===== src/rtl/free_list_alloc_pkg.sv =====
// -----------------------------------------------------------------------------
// free_list_alloc_pkg
//   Shared system definitions for the entry allocators.
//   Pool sizes and the dispatch width live here so every allocator instance
//   (reservation station, ROB tags, physical registers) agrees on them.
//   This package declares no ports; it only supplies constants.
// -----------------------------------------------------------------------------
package free_list_alloc_pkg;

  // Pool sizes handed to allocator instances as WIDTH.
  localparam int RS_SZ       = 20;
  localparam int PHYS_REG_SZ = 64;

  // Entries dispatch may request per cycle, handed to instances as REQS.
  localparam int DISPATCH_W  = 2;

endpackage


===== src/rtl/lsb_psel_gen.sv =====
// -----------------------------------------------------------------------------
// lsb_psel_gen
//   Multi-slot lowest-set-bit priority selector. Slot 0 receives the lowest
//   set bit of req, slot 1 the next lowest, and so on. A slot with nothing
//   left to select drives zero.
//
//   Ports
//     req  in   WIDTH          request vector
//     gnt  out  REQS x WIDTH   one-hot (or zero) grant per slot
// -----------------------------------------------------------------------------
module lsb_psel_gen #(
  parameter int WIDTH = 20,
  parameter int REQS  = 2
) (
  input  logic [WIDTH-1:0]            req,
  output logic [REQS-1:0][WIDTH-1:0]  gnt
);

  // rem[k] holds the requests still unclaimed when slot k chooses.
  logic [REQS-1:0][WIDTH-1:0] rem;

  assign rem[0] = req;

  for (genvar k = 0; k < REQS; k++) begin : g_slot
    // x & -x isolates the lowest set bit.
    assign gnt[k] = rem[k] & (~rem[k] + WIDTH'(1));
    if (k < REQS-1) begin : g_next
      assign rem[k+1] = rem[k] & ~gnt[k];
    end
  end

endmodule


===== src/rtl/free_list_alloc.sv =====
// -----------------------------------------------------------------------------
// free_list_alloc
//   Owns a WIDTH-entry free bitmap. Grants up to REQS entries per cycle,
//   lowest index first, and retires entries returned by completion logic.
//
//   Ports
//     clock          in   1             rising-edge clock
//     reset          in   1             synchronous active-low reset
//     flush          in   1             return every entry to the pool
//     alloc_num      in   NUM_W         entries requested this cycle
//     free_mask      in   WIDTH         entries released this cycle
//     alloc_valid    out  REQS          slot k granted this cycle
//     alloc_gnt_bus  out  REQS x WIDTH  one-hot entry per slot, zero if invalid
//     alloc_idx      out  REQS x IDX_W  binary index per slot, zero if invalid
//     free_count     out  CNT_W         registered number of free entries
//     none_free      out  1             free_count == 0
//     free_err       out  1             sticky: release of an already-free entry
//
//   Grants are combinational from the registered bitmap (latency 0).
//   Releases become grantable one cycle later; there is no bypass, so an
//   entry is never freed and granted in the same cycle.
// -----------------------------------------------------------------------------
module free_list_alloc
  import free_list_alloc_pkg::*;
#(
  parameter  int WIDTH = RS_SZ,
  parameter  int REQS  = DISPATCH_W,
  localparam int IDX_W = $clog2(WIDTH),
  localparam int CNT_W = $clog2(WIDTH+1),
  localparam int NUM_W = $clog2(REQS+1)
) (
  input  logic                        clock,
  input  logic                        reset,
  input  logic                        flush,
  input  logic [NUM_W-1:0]            alloc_num,
  input  logic [WIDTH-1:0]            free_mask,
  output logic [REQS-1:0]             alloc_valid,
  output logic [REQS-1:0][WIDTH-1:0]  alloc_gnt_bus,
  output logic [REQS-1:0][IDX_W-1:0]  alloc_idx,
  output logic [CNT_W-1:0]            free_count,
  output logic                        none_free,
  output logic                        free_err
);

  logic [WIDTH-1:0]            free_vec;
  logic [WIDTH-1:0]            free_vec_n;
  logic [WIDTH-1:0]            valid_free;
  logic [WIDTH-1:0]            gnt_any;
  logic [REQS-1:0][WIDTH-1:0]  slot_gnt;
  logic [CNT_W-1:0]            free_count_n;
  logic                        err_hit;

  // One-hot to binary; zero input yields index 0.
  function automatic logic [IDX_W-1:0] oh2idx(input logic [WIDTH-1:0] oh);
    logic [IDX_W-1:0] idx;
    idx = '0;
    for (int i = 0; i < WIDTH; i++)
      if (oh[i]) idx = idx | IDX_W'(i);
    return idx;
  endfunction

  function automatic logic [CNT_W-1:0] popcnt_w(input logic [WIDTH-1:0] v);
    logic [CNT_W-1:0] c;
    c = '0;
    for (int i = 0; i < WIDTH; i++) c = c + CNT_W'(v[i]);
    return c;
  endfunction

  function automatic logic [CNT_W-1:0] popcnt_r(input logic [REQS-1:0] v);
    logic [CNT_W-1:0] c;
    c = '0;
    for (int i = 0; i < REQS; i++) c = c + CNT_W'(v[i]);
    return c;
  endfunction

  lsb_psel_gen #(
    .WIDTH (WIDTH),
    .REQS  (REQS)
  ) u_psel (
    .req (free_vec),
    .gnt (slot_gnt)
  );

  // A slot is live only if dispatch asked for it and enough entries are
  // free; comparing against free_count gives the partial-grant behaviour.
  always_comb begin
    alloc_valid   = '0;
    alloc_gnt_bus = '0;
    alloc_idx     = '0;
    gnt_any       = '0;
    for (int k = 0; k < REQS; k++) begin
      alloc_valid[k]   = (int'(alloc_num) > k) && (int'(free_count) > k);
      alloc_gnt_bus[k] = alloc_valid[k] ? slot_gnt[k] : '0;
      alloc_idx[k]     = oh2idx(alloc_gnt_bus[k]);
      gnt_any          = gnt_any | alloc_gnt_bus[k];
    end
  end

  // Only releases of busy entries count; a release of a free entry is an
  // upstream bookkeeping bug and is flagged rather than absorbed.
  assign valid_free = free_mask & ~free_vec;
  assign err_hit    = |(free_mask & free_vec);

  // valid_free and gnt_any are disjoint (busy vs free), so the count update
  // is a plain add/subtract.
  assign free_vec_n   = (free_vec | valid_free) & ~gnt_any;
  assign free_count_n = free_count + popcnt_w(valid_free) - popcnt_r(alloc_valid);

  always_ff @(posedge clock) begin
    if (!reset) begin
      free_vec   <= '1;
      free_count <= CNT_W'(WIDTH);
      free_err   <= 1'b0;
    end else if (flush) begin
      free_vec   <= '1;
      free_count <= CNT_W'(WIDTH);
    end else begin
      free_vec   <= free_vec_n;
      free_count <= free_count_n;
      if (err_hit) free_err <= 1'b1;
    end
  end

  assign none_free = (free_count == '0);

endmodule


===== config.mk =====
export PLATFORM = sky130hd
export DESIGN_NAME = free_list_alloc
export DESIGN_NICKNAME = d
export VERILOG_FILES = /design/src/rtl/free_list_alloc_pkg.sv /design/src/rtl/lsb_psel_gen.sv /design/src/rtl/free_list_alloc.sv
export SDC_FILE = /design/constraint.sdc
export NUM_CORES = 1
export LEC_CHECK = 0
export CORE_ASPECT_RATIO = 0.9
export CORE_MARGIN = 2
export CORE_UTILIZATION = 35
export CTS_CLUSTER_SIZE = 12
export DETAILED_ROUTE_END_ITERATION = 10
export DONT_BUFFER_PORTS = 1
export PLACE_DENSITY = 0.55
export SKIP_LAST_GASP = 1
export SYNTH_ARGS = -nofsm -noshare
export SYNTH_HDL_FRONTEND = slang
export SYNTH_SLANG_ARGS = --single-unit
export TNS_END_PERCENT = 100

===== constraint.sdc =====
create_clock -name clock -period 5.8 [get_ports clock]
set_input_delay 0.58 -clock clock [delete_from_list [all_inputs] [get_ports clock]]
set_output_delay 0.58 -clock clock [all_outputs]
set_load 0.02 [all_outputs]

Word level (Yosys, flattened, before mapping)

Cells that the tools add are included.
W data, S select, Z words.

Add/subtract/negate cells: 24
Order comparisons: 4
Muxes and demuxes: 40
Bitwise gates (word level): 14
Reductions and logical operators: 6

Operators by type and width:

| kind                    | number |
|---|---|
| $and A20 B20 Y20        | 6 |
| $not A20 Y20            | 4 |
| $add A5 B1 Y5           | 15 |
| $mux W4                 | 16 |
| $add A20 B1 Y20 const B | 2 |
| $mux W20                | 2 |
| $mux W5                 | 8 |
| $or A20 B20 Y20         | 2 |
| $mux W3                 | 8 |
| $reduce_or A20 Y1       | 1 |
| $gt A5 B1 Y1 const B    | 2 |
| $mux W2                 | 4 |
| $add A4 B1 Y5           | 1 |
| $add A5 B5 Y5           | 1 |
| $logic_not A5 Y1        | 1 |
| $sub A5 B2 Y5           | 1 |
| $add A1 B1 Y2           | 2 |
| $add A3 B1 Y4           | 1 |
| $gt A2 B1 Y1 const B    | 2 |
| $add A2 B1 Y3           | 1 |
| $logic_and A1 B1 Y1     | 2 |
| $mux W1                 | 2 |
| $not A1 Y1              | 2 |
| $reduce_and A2 Y1       | 1 |
| $reduce_or A2 Y1        | 1 |

Flip-flop bits (word level): 26
Input bits: 25
Output and inout port bits: 59
Word-level logic and storage cells: 91

Logic depth before layout (Yosys ltp)

Gate-level depths: netlist of run 1.

Depth in word-level cells: 28
Mapped depth: 18
Gate-level depth less buffers: 18

Cells and area by module

From an unflattened synthesis of run 1, not the netlist that was laid out.

Cells, all modules: 408
Area total of the unflattened synthesis: 3,193.1 um^2

Modules (own cells, without submodules):

| module          | times used | cells each | area an instance (um^2) | sequential area each (um^2) |
|---|---|---|---|---|
| free_list_alloc | 1          | 290        | 2,374.8                 | 520.5 |
| lsb_psel_gen    | 1          | 118        | 818.3                   | 0.0 |

Worst setup path before layout of run 1

Ideal clock, no wire load.

Path type: register to register
Start: register free_count[2]
End: register free_count[4]
Setup time: 0.130 ns
Arrival time: 5.817 ns
Data required time: 5.670 ns
Setup slack: -0.146 ns
Cell stages (with the launch flop): 19
Buffers on the path: 0
Period minus slack after synthesis: 5.946 ns
Cells stage by stage: dfxtp_1 -> inv_1 -> ha_1 -> nor3b_1 -> a221oi_1 -> inv_1 -> fa_1 -> inv_1 -> fa_1 -> fa_1 -> fa_1 -> fa_1 -> fa_1 -> inv_1 -> fa_1 -> a21o_1 -> a21oi_1 -> xnor2_1 -> nand2_1

Longest elaborated chain between the ends: 4
Elaborated cells between the ends (all ways): 7
Classes of those cells: add/sub: 3; order compare: 2; reduce/logical: 2

RTL lines:

| what                   | RTL line               | text |
|---|---|---|
| start, declared        | free_list_alloc.sv:40  | `output logic [CNT_W-1:0] free_count,` |
| start signal, assigned | free_list_alloc.sv:112 | `free_count <= CNT_W'(WIDTH);` |
| start signal, assigned | free_list_alloc.sv:116 | `free_count <= CNT_W'(WIDTH);` |
| start signal, assigned | free_list_alloc.sv:119 | `free_count <= free_count_n;` |
| $gt A5 B1 Y1           | free_list_alloc.sv:92  | `alloc_valid[k] = (int'(alloc_num) > k) && (int'(free_count) > k);` |
| $logic_and A1 B1 Y1    | free_list_alloc.sv:92  |  |
| via alloc_valid[1]     | free_list_alloc.sv:37  | `output logic [REQS-1:0] alloc_valid,` |
| $add A1 B1 Y2          | free_list_alloc.sv:72  | `for (int i = 0; i < REQS; i++) c = c + CNT_W'(v[i]);` |
| $sub A5 B2 Y5          | free_list_alloc.sv:107 | `assign free_count_n = free_count + popcnt_w(valid_free) - popcnt_r(alloc_valid);` |

The timed path passes the listed nets, and every way through them passes these cells.
A chain may end at the register's enable or synchronous reset.

Final worst setup path of run 1

Start: register free_count[3]
End: register free_count[4]

Longest elaborated chain between the ends: 4
Elaborated cells between the ends (all ways): 7
Classes of those cells: add/sub: 3; order compare: 2; reduce/logical: 2

RTL lines:

| what                | RTL line |
|---|---|
| $gt A5 B1 Y1        | free_list_alloc.sv:92 |
| $logic_and A1 B1 Y1 | free_list_alloc.sv:92 |
| $add A1 B1 Y2       | free_list_alloc.sv:72 |
| $sub A5 B2 Y5 (*)   | free_list_alloc.sv:107 |

Every way passes the cells marked *; elsewhere a longest branch is shown, timed or not.

==> metrics.md, run 1 <==
| Metric | Value |
|---|---|
| Critical path arrival | 5.44 ns |
| Post-CTS sizing | 0 |
| Die Ht | 92.02 um |
| Clock slew at reported path FFs | 0.10 ns |
| Pleak | 1.381 nW |
| Core ar. | 0.008448 mm^2 |
| RSZ-0062 raised after global routing | no |
| Fin worst setup slack | 0.4911 ns |
| Worst Tran Pin Value | 1.138 ns |
| Nets | 435 |
| Crit path max fanout | 9 |
| Synth Flop Type | dfxtp_1 |
| Power density cells | 149.7 mW/mm^2 |
| IO buf count | 0 |
| R2R Setup Slk | 0.49 ns |
| Final wirelength | 9709 um |
| Die Wd | 101.8 um |
| Syn nets | 449 |
| Area Overhead vs Synth | 5.315% |
| CTS tree | built |
| DRC | 0 |
| R2r endpoint | free_count[4] |
| Fin crit share | 0.9153 |
| Vias/cell | 5.701 |
| Starting Density | 0.3566 |
| Crit start category | flop |
| First-pass GRT wire length | 15,200 um |
| Layout cells sized above 1 | 0.07652 |
| Worst min path class | in2reg |
| Share of the synthesized area in the top cell type | 0.1728 |
| Number of synthesized flops with an enable pin | 0 |
| Min-delay src | reset |
| Yosys warns | 0 |
| CP Launch Point | free_count[3] |
| Most area-consuming cells after synthesis | dfxtp_1 (17%), fa_1 (11%), ha_1 (5.4%), inv_1 (4.6%), nor2_1 (4.0%) |
| Final Util | 0.3756 |
| Mapped cell area | 0.003013 mm^2 |
| WHS | 0.3971 ns |
| Peak supply drop | 0.08127 mV |
| Max Cap Viol | 0 |
| Num rows | 32 |
| CP endpoint kind | flop |
| Total track usage | 0.2119 |
| Ys async rst share | 0 |
| Via count | 2,839 |
| Routed len/inst | 19.50 um |
| Synth Instances | 394 |
| Clk_lat worst skew | 0.28 ns |
| Required time of the critical path | 5.93 ns |
| Post-synthesis sequential element count | 26 |
| Vias in the first global route | 2,777 |
| Relative slew slack | 0.2345 |
| Clock root cell | clkbuf_8 |
| IO Pins | 84 |
| Mapped Avg Cell Area | 7.647 um^2 |
| Yosys cell types | 63 |
| Number of hold-repair buffers added at the cts stage | 0 |
| CP Class | reg2reg |
| Register area share after synthesis | 0.1728 |
| Worst setup path end | free_count[4] |
| Clk sinks | 26 |
| Post-layout min period | 5.309 ns |
| Number of buffers on the longest clock path | 2 |
| Status | complete, no violations |
| Drt first pass iters | 4 |
| Fin. Hold Viols | 0 |
| Total setup buffers inserted after CTS | 0 |
| Most area-hungry cell type in the Yosys netlist | dfxtp_1 |
| Num CTS Buffers | 3 |
| Final ANT Viol Nets | 0 |
| Antenna violations before repair | 0 |
| Worst slack, placed | 0.4870 ns |
| Detailed placement HPWL | 7806 um |
| Clock skew | 0.008482 ns |
| R2R cell count | 17 |
| Largest net degree at the start of global routing | 25 |
| H-tree depth | 1 |
| TNS Setup | 0 ns |
| Max Freq | 0.1884 GHz |
| Max-slew violation count | 0 |
| RR Startpoint | free_count[3] |
| Routability Congestion | 0.8753 |
| Finish-stage setup viols | 0 |
| N_diodes | 0 |
| Die Area | 0.009368 mm^2 |
| Iter 0 DRT Violations | 151 |
| Total gr overflow | 0 |
## power by group
| group | total, W | leakage [nW] | internal (W) | switching [W] |
|---|---|---|---|---|
| sequential | 0.000202 | 0.212 | 0.000186 | 0.0000159 |
| combinational | 0.000146 | 1.14 | 0.0000590 | 0.0000868 |
| clock | 0.000127 | 0.0288 | 0.0000610 | 0.0000661 |
## layout by cell type (no fill, tap or decap), types with 6 or more instances in the layout
cell type	count
nand2b_1	18
xnor2_1	9
fa_1	17
nor2_1	32
o31ai_1	15
and3_1	13
xor2_1	9
a21oi_1	7
nor2b_1	7
nand3_1	12
ha_1	13
o21ai_0	19
inv_1	37
dfxtp_1	26
nor3_1	13
buf_4	10
and2_1	6
nor4_1	8
nand2_1	29
## kinds of logic (layout without fill, tap and decap cells)
family / count (synthesis) / after routing / share of synthesized area
AO/OA/AOI/OAI: 75 / 75 / 0.1798
XOR/XNOR: 18 / 18 / 0.05233
multiplexers: 3 / 3 / 0.01038
buffers and inverters: 66 / 51 / 0.08845
adder cells (fa/ha/maj): 33 / 33 / 0.1769
AND/OR/NAND/NOR: 172 / 172 / 0.3181
other: 1 / 1 / 0.001245
flip-flops: 26 / 26 / 0.1728
## through the flow
stage	cell area [um^2]	total power [W]	cells
final	3173	0.0004749	498
after global routing	3173	0.0005102	498
after CTS	3173	0.0004829	498
after detailed placement	3118	0.0003540	494
after global placement	3118	0.0003525	494
after floorplan	3019	0.0003200	394
## registers in the layout, indices dropped and copies added (netlist names)
signal and count:
free_vec 20, free_count 5, free_err 1
## synth_stat cells (3+ instances only)
library cell	number
dfxtp_1	26
or2_2	3
fa_1	17
inv_1	37
a21oi_1	7
ha_1	13
nand2b_1	18
clkbuf_1	20
and2_1	6
a221oi_1	5
nand4_1	4
maj3_1	3
a211oi_1	4
buf_2	6
nor4_1	8
and3b_1	3
and3_1	13
xnor2_1	9
nand2_1	29
a22o_1	3
xor2_1	9
nor2b_1	8
or4_1	3
o31ai_1	15
nor3b_1	4
o21ai_0	19
a22oi_1	4
nor3_1	13
nand3_1	12
nor2_1	32
nor4b_1	3
o21ai_1	3
## area by class of cell
cell class | instances | area (um^2)
Sequential cell | 26 | 520.5
Clock buffer | 4 | 55.05
Timing Repair Buffer | 10 | 75.07
Fill cell | 926 | 5275
Multi-Input combinational cell | 302 | 2235
Inverter | 37 | 138.9
Tap cell | 119 | 148.9
## routing by layer
layer	wire (um)	vias to the layer above	part of all wire	track usage
li1	-	1350	-	-
met1	4116	1366	0.42	0.2908
met2	4352	116	0.45	0.3257
met3	1172	7	0.12	0.07241
met4	68	0	0.0070	0.03604
met5	0	-	0	0
## critical path: stages (launching register included)
cell and delay [ns]:
dfxtp_1 0.35, inv_1 0.09, ha_1 0.20, nor4b_1 0.16, or2_2 0.44, fa_1 0.56
inv_1 0.05, fa_1 0.50, fa_1 0.51, fa_1 0.51, fa_1 0.58, fa_1 0.17
inv_1 0.06, fa_1 0.41, a21o_1 0.19, a21oi_1 0.17, xnor2_1 0.14, nand2_1 0.07
## worst min path at each step
stage	endpoint	slack (ns)	depth (start not counted)
after floorplan	free_err	0.51	2
after global placement	free_err	0.53	2
after detailed placement	free_err	0.53	2
after CTS	free_err	0.39	2
after global routing	free_err	0.42	2
final	free_err	0.40	2
(Power assumes the default switching activity.)
==> inputs of run 2 (changes only) <==
Settings changed: ABC_CLOCK_PERIOD_IN_PS set to 5800, REMOVE_ABC_BUFFERS set to 1.
==> metrics.md, run 2 (synthesis gave the netlist of run 1 again) <==
| Metric | Value |
|---|---|
| Crit-path cells | inv_1, ha_1, nor3b_1, a221oi_2, inv_1, fa_1, inv_1, fa_1, fa_1, fa_1, fa_1, fa_1, inv_1, fa_1, a21o_1, a21oi_1, xnor2_1, nand2_1 |
| Number of hold-repair buffers added at the cts stage | 0 (unchanged) |
| First-pass GRT wire length | 15,080 um (-0.82%) |
| Clk_lat worst skew | 0.29 ns (about the same) |
| Routed len/inst | 19.49 um (about the same) |
| Largest net degree at the start of global routing | 25 (unchanged) |
| Status | complete, no violations |
| Clk pwr share | 0.319 (+0.052) |
| Total gr overflow | 0 (unchanged) |
| Hold Crit Endpoint | free_err |
| Total setup buffers inserted after CTS | 0 (unchanged) |
| Die Wd | 101.8 um (unchanged) |
| Clock root cell | clkbuf_8 |
| Die Ht | 92.02 um (unchanged) |
| IO Pins | 84 (unchanged) |
| Number of buffers on the longest clock path | 2 (unchanged) |
| Num rows | 32 (unchanged) |
| Max-slew violation count | 0 (unchanged) |
| Via count | 2,871 (+1.1%) |
| Required time of the critical path | 5.97 ns (+0.04 ns) |
| WHS | 0.3972 ns (+0.0001020 ns) |
| Starting Density | 0.3566 (unchanged) |
| Cell mode on critical path | fa_1 |
| Peak per-stage delay on the critical path | 0.57 ns (about the same) |
| Final Util | 0.3784 (+0.002814) |
| Fin crit share | 0.8910 (-0.02435) |
| Final ANT Viol Nets | 0 (unchanged) |
| Crit start category | flop |
| Relative slew slack | 0.2162 (-0.01830) |
| Nets | 436 (+0.23%) |
| Total track usage | 0.2089 (-0.003000) |
| Clk sinks | 26 (unchanged) |
| Detailed placement HPWL | 7602 um (-2.6%) |
| Sw Ratio | 0.3426 (-0.01275) |
| Min-delay src | reset |
| Worst min path class | in2reg |
| DRC | 0 (unchanged) |
| Worst slack, placed | 0.6256 ns (+0.1386 ns) |
| Core ar. | 0.008448 mm^2 (unchanged) |
| Biggest register | free_vec |
| Post-layout min period | 5.168 ns (-0.1412 ns) |
| Area Overhead vs Synth | 6.105% |
| Fin. Hold Viols | 0 (unchanged) |
| Sequential share of power | 0.391 (-0.035) |
| Iter 0 DRT Violations | 144 (-4.6%) |
| Max Freq | 0.1935 GHz (+2.7%) |
| Power density cells | 161.2 mW/mm^2 (+7.7%) |
| R2r endpoint | free_count[4] |
| R2R cell count | 18 (+1) |
| Clock slew at reported path FFs | 0.11 ns (about the same) |
| Num CTS Buffers | 3 (unchanged) |
| Antenna violations before repair | 0 (unchanged) |
| Post-CTS sizing | 0 (unchanged) |
| RSZ-0062 raised after global routing | no |
| Clock skew | 0.006421 ns (-0.002061 ns) |
| Die Area | 0.009368 mm^2 (unchanged) |
| TNS Setup | 0 ns (unchanged) |
| Critical path arrival | 5.34 ns (-0.10 ns) |
| N_diodes | 0 (unchanged) |
| Max Cap Viol | 0 (unchanged) |
| Worst Tran Pin Value | 1.165 ns (+0.02720 ns) |
| Top flop regs | free_vec x20, free_count x5, free_err x1 |
| Hold Path Stages | 2 (unchanged) |
| Crit path max fanout | 4 (-5) |
| Pleak | 1.392 nW (+0.76%) |
| Int Pwr | 0.0003388 W (+11%) |
| P_sw | 0.0001765 W (+4.6%) |
| Final wirelength | 9725 um (+0.16%) |
| RR Startpoint | free_count[3] |
| Max reg flops | 20 (unchanged) |
| Layout cells sized above 1 | 0.07895 (+0.002430) |
| Finish-stage setup viols | 0 (unchanged) |
| CP Class | reg2reg |
| Vias in the first global route | 2,669 (-3.9%) |
| Vias/cell | 5.754 (+0.92%) |
| Comb pwr share | 0.289 (-0.018) |
| Leading cell type in the layout, fill and taps excluded | inv_1 |
| IO buf count | 0 (unchanged) |
| Fin worst setup slack | 0.6324 ns (+0.1412 ns) |
| CP max stage cell | fa_1 |
| Peak supply drop | 0.1155 mV (+42%) |
| Routability Congestion | 0.8594 (-1.8%) |
| R2R Setup Slk | 0.63 ns (+0.14 ns) |
| Most frequent cells in the layout | inv_1 (37), nor2_1 (32), nand2_1 (29) |
| Drt first pass iters | 5 (+1) |
| CTS tree | built |
| H-tree depth | 1 (unchanged) |
| CP endpoint kind | flop |
[run 2: worst max path at each step]
| stage | endpoint | from | cells past startpoint | slack (ns) |
|---|---|---|---|---|
| 4_1_cts | free_count[4] | free_count[3] | 18 | 0.59 |
| 2_1_floorplan | free_count[4] | free_count[2] | 18 | -0.18 |
| 3_3_place_gp | free_count[4] | free_count[4] | 17 | 0.71 |
| 5_1_grt | free_count[4] | free_count[3] | 18 | 0.35 |
| 6_report | free_count[4] | free_count[3] | 18 | 0.63 |
| 3_5_place_dp | free_count[4] | free_count[3] | 18 | 0.63 |
[run 2: area by class of cell]
class | count | area, um^2
timing repair buffer | 11 | 82.58
sequential | 26 | 520.5
inverter | 37 | 138.9
fill | 900 | 5251
multi-input combinational | 302 | 2235
clock buffer | 3 | 41.29
clock inverter | 1 | 30.03
tap | 119 | 148.9
[run 2: routing by layer]
metal | vias up | track usage | wire, um
met5 | - | 0 | 0
met2 | 131 | 0.3081 | 4231
met4 | 0 | 0.03829 | 134
met3 | 8 | 0.06250 | 1043
met1 | 1382 | 0.3024 | 4315
li1 | 1350 | - | -
[run 2: critical path: cells and delay by family, from the launching register on]
family,cells,cell delay (ns)
adders and majority gates,8,3.39
AOI/OAI and AO/OA,3,0.68
DFF,1,0.35
buffers and inverters,4,0.29
and+or+nand+nor,2,0.22
xor gates and xnor gates,1,0.14
[run 2: power by group through the flow]
stage                     registers, W  clock network (W)  logic (W)
final                         0.000202           0.000165   0.000149
after global routing          0.000203           0.000172   0.000168
after CTS                     0.000202           0.000167   0.000152
after detailed placement      0.000206                  0   0.000150
after global placement        0.000205                  0   0.000150
after floorplan               0.000207                  0   0.000109
[run 2: per-stage QoR]
step	cells	total power (W)	cell area, um^2
floorplan	365	0.0003163	2885
global placement	495	0.0003552	3126
detailed placement	495	0.0003560	3126
CTS	499	0.0005204	3197
global route	499	0.0005429	3197
finish	499	0.0005153	3197
==> inputs of run 3 (changes only) <==
Settings changed: MAX_ROUTING_LAYER set to met4.
==> metrics.md, run 3 (synthesis gave the netlist of run 1 again) <==
| Metric | Value |
|---|---|
| Num rows | 32 (unchanged) |
| First-pass GRT wire length | 15,090 um (about the same) |
| Worst min path class | in2reg |
| Via count | 2,814 (-2.0%) |
| Die Area | 0.009368 mm^2 (unchanged) |
| Core ar. | 0.008448 mm^2 (unchanged) |
| Finish-stage setup viols | 0 (unchanged) |
| IO buf count | 0 (unchanged) |
| H-tree depth | 1 (unchanged) |
| Vias in the first global route | 2,658 (-0.41%) |
| Routed len/inst | 19.44 um (-0.23%) |
| Number of buffers on the longest clock path | 2 (unchanged) |
| Detailed placement HPWL | 7602 um (unchanged) |
| Layout cells sized above 1 | 0.07895 (unchanged) |
| Max Freq | 0.1933 GHz (about the same) |
| Fin. Hold Viols | 0 (unchanged) |
| Area occupied by multi-input gates | 0.002235 mm^2 (unchanged) |
| Die Wd | 101.8 um (unchanged) |
| Sequential cell area | 520.5 um^2 (unchanged) |
| Max-slew violation count | 0 (unchanged) |
| Total setup buffers inserted after CTS | 0 (unchanged) |
| Area Overhead vs Synth | 6.105% (unchanged) |
| DRC | 0 (unchanged) |
| Iter 0 DRT Violations | 123 (-15%) |
| Post-CTS sizing | 0 (unchanged) |
| Clock root cell | clkbuf_8 |
| Most frequent cells in the layout | inv_1 (37), nor2_1 (32), nand2_1 (29) |
| Antenna violations before repair | 0 (unchanged) |
| Placed Area | 0.003126 mm^2 (unchanged) |
| Hold Path Stages | 2 (unchanged) |
| RSZ-0062 raised after global routing | no |
| Top flop regs | free_vec x20, free_count x5, free_err x1 |
| Required time of the critical path | 5.97 ns (about the same) |
| IO Pins | 84 (unchanged) |
| Nets | 436 (unchanged) |
| Clock skew | 0.004848 ns (-0.001573 ns) |
| Final ANT Viol Nets | 0 (unchanged) |
| Crit start category | flop |
| Starting Density | 0.3566 (unchanged) |
| Routability Congestion | 0.8731 (+1.6%) |
| Pleak | 1.392 nW (unchanged) |
| Drt first pass iters | 4 (-1) |
| Fin crit share | 0.8917 (about the same) |
| CP Launch Point | free_count[3] |
| Relative slew slack | 0.2062 (-0.009994) |
| CTS tree | built |
| Crit path max fanout | 4 (unchanged) |
| Worst setup path end | free_count[4] |
| Clk sinks | 26 (unchanged) |
| TNS Setup | 0 ns (unchanged) |
| Final Cell Area | 0.003197 mm^2 (unchanged) |
| CP Class | reg2reg |
| CP endpoint kind | flop |
| N_diodes | 0 (unchanged) |
| Final wirelength | 9703 um (-0.23%) |
| Peak supply drop | 0.1138 mV (-1.5%) |
| Power density cells | 160.9 mW/mm^2 (-0.22%) |
| RR Startpoint | free_count[3] |
| Clock slew at reported path FFs | 0.11 ns (about the same) |
| Max Cap Viol | 0 (unchanged) |
| Max reg flops | 20 (unchanged) |
| Clk_lat worst skew | 0.29 ns (about the same) |
| Critical path arrival | 5.35 ns (about the same) |
| Total track usage | 0.2148 (+0.005910) |
| Largest net degree at the start of global routing | 25 (unchanged) |
| Biggest register | free_vec |
| Total gr overflow | 0 (unchanged) |
| Status | complete, no violations |
| Num CTS Buffers | 3 (unchanged) |
| Worst Tran Pin Value | 1.180 ns (+0.01485 ns) |
| Post-layout min period | 5.172 ns (+0.004397 ns) |
| Total Power | 0.0005142 W (-0.22%) |
| R2R Setup Slk | 0.63 ns (about the same) |
| Die Ht | 92.02 um (unchanged) |
| Number of hold-repair buffers added at the cts stage | 0 (unchanged) |
| Final Util | 0.3784 (unchanged) |
| R2R cell count | 18 (unchanged) |
| # fillers | 900 (unchanged) |
| Leading cell type in the layout, fill and taps excluded | inv_1 |
| R2r endpoint | free_count[4] |
| Vias/cell | 5.639 (-2.0%) |
==> run 3: worst min path at each step <==
stage	from	endpoint	slack (ns)
floorplan	free_err	free_err	0.51
global placement	free_err	free_err	0.53
finish	reset	free_err	0.40
global route	reset	free_err	0.43
detailed placement	free_err	free_err	0.54
CTS	reset	free_err	0.40
==> run 3: worst max-delay path: stages (launching register included) <==
cell and delay (ns):
dfxtp_1 0.35, inv_1 0.09, ha_1 0.20, nor3b_1 0.15
a221oi_2 0.31, inv_1 0.09, fa_1 0.50, inv_1 0.05
fa_1 0.51, fa_1 0.52, fa_1 0.52, fa_1 0.57
fa_1 0.17, inv_1 0.06, fa_1 0.40, a21o_1 0.20
a21oi_1 0.17, xnor2_1 0.14, nand2_1 0.07
==> run 3: power breakdown <==
group / internal, W / switching [W]
Clock: 0.0000926 / 0.0000704
Combinational: 0.0000600 / 0.0000897
Sequential: 0.000186 / 0.0000153
Total: 0.000339 / 0.000175
==> run 3: through the flow <==
step / setup slack (ns) / hold slack [ns] / cells
finish: 0.6280 / 0.4014 / 499
global route: 0.3476 / 0.4274 / 499
CTS: 0.5908 / 0.3967 / 499
detailed placement: 0.6256 / 0.5397 / 495
global placement: 0.7115 / 0.5326 / 495
floorplan: -0.1762 / 0.5146 / 365
==> run 3: final cells by class <==
| type | count | area share |
|---|---|---|
| Clock inverter | 1 | 0.009393 |
| Timing Repair Buffer | 11 | 0.02583 |
| Tap cell | 119 | 0.04658 |
| Clock buffer | 3 | 0.01292 |
| Inverter | 37 | 0.04344 |
| Sequential cell | 26 | 0.1628 |
| Multi-Input combinational cell | 302 | 0.6990 |
==> run 3: routing by layer <==
metal  vias up  track usage  routed length, um
met5         -            -                  0
met4         0      0.03829                108
met3         8      0.05716                918
met2       119       0.3065               4301
met1      1342       0.3075               4375
li1       1345            -                  -
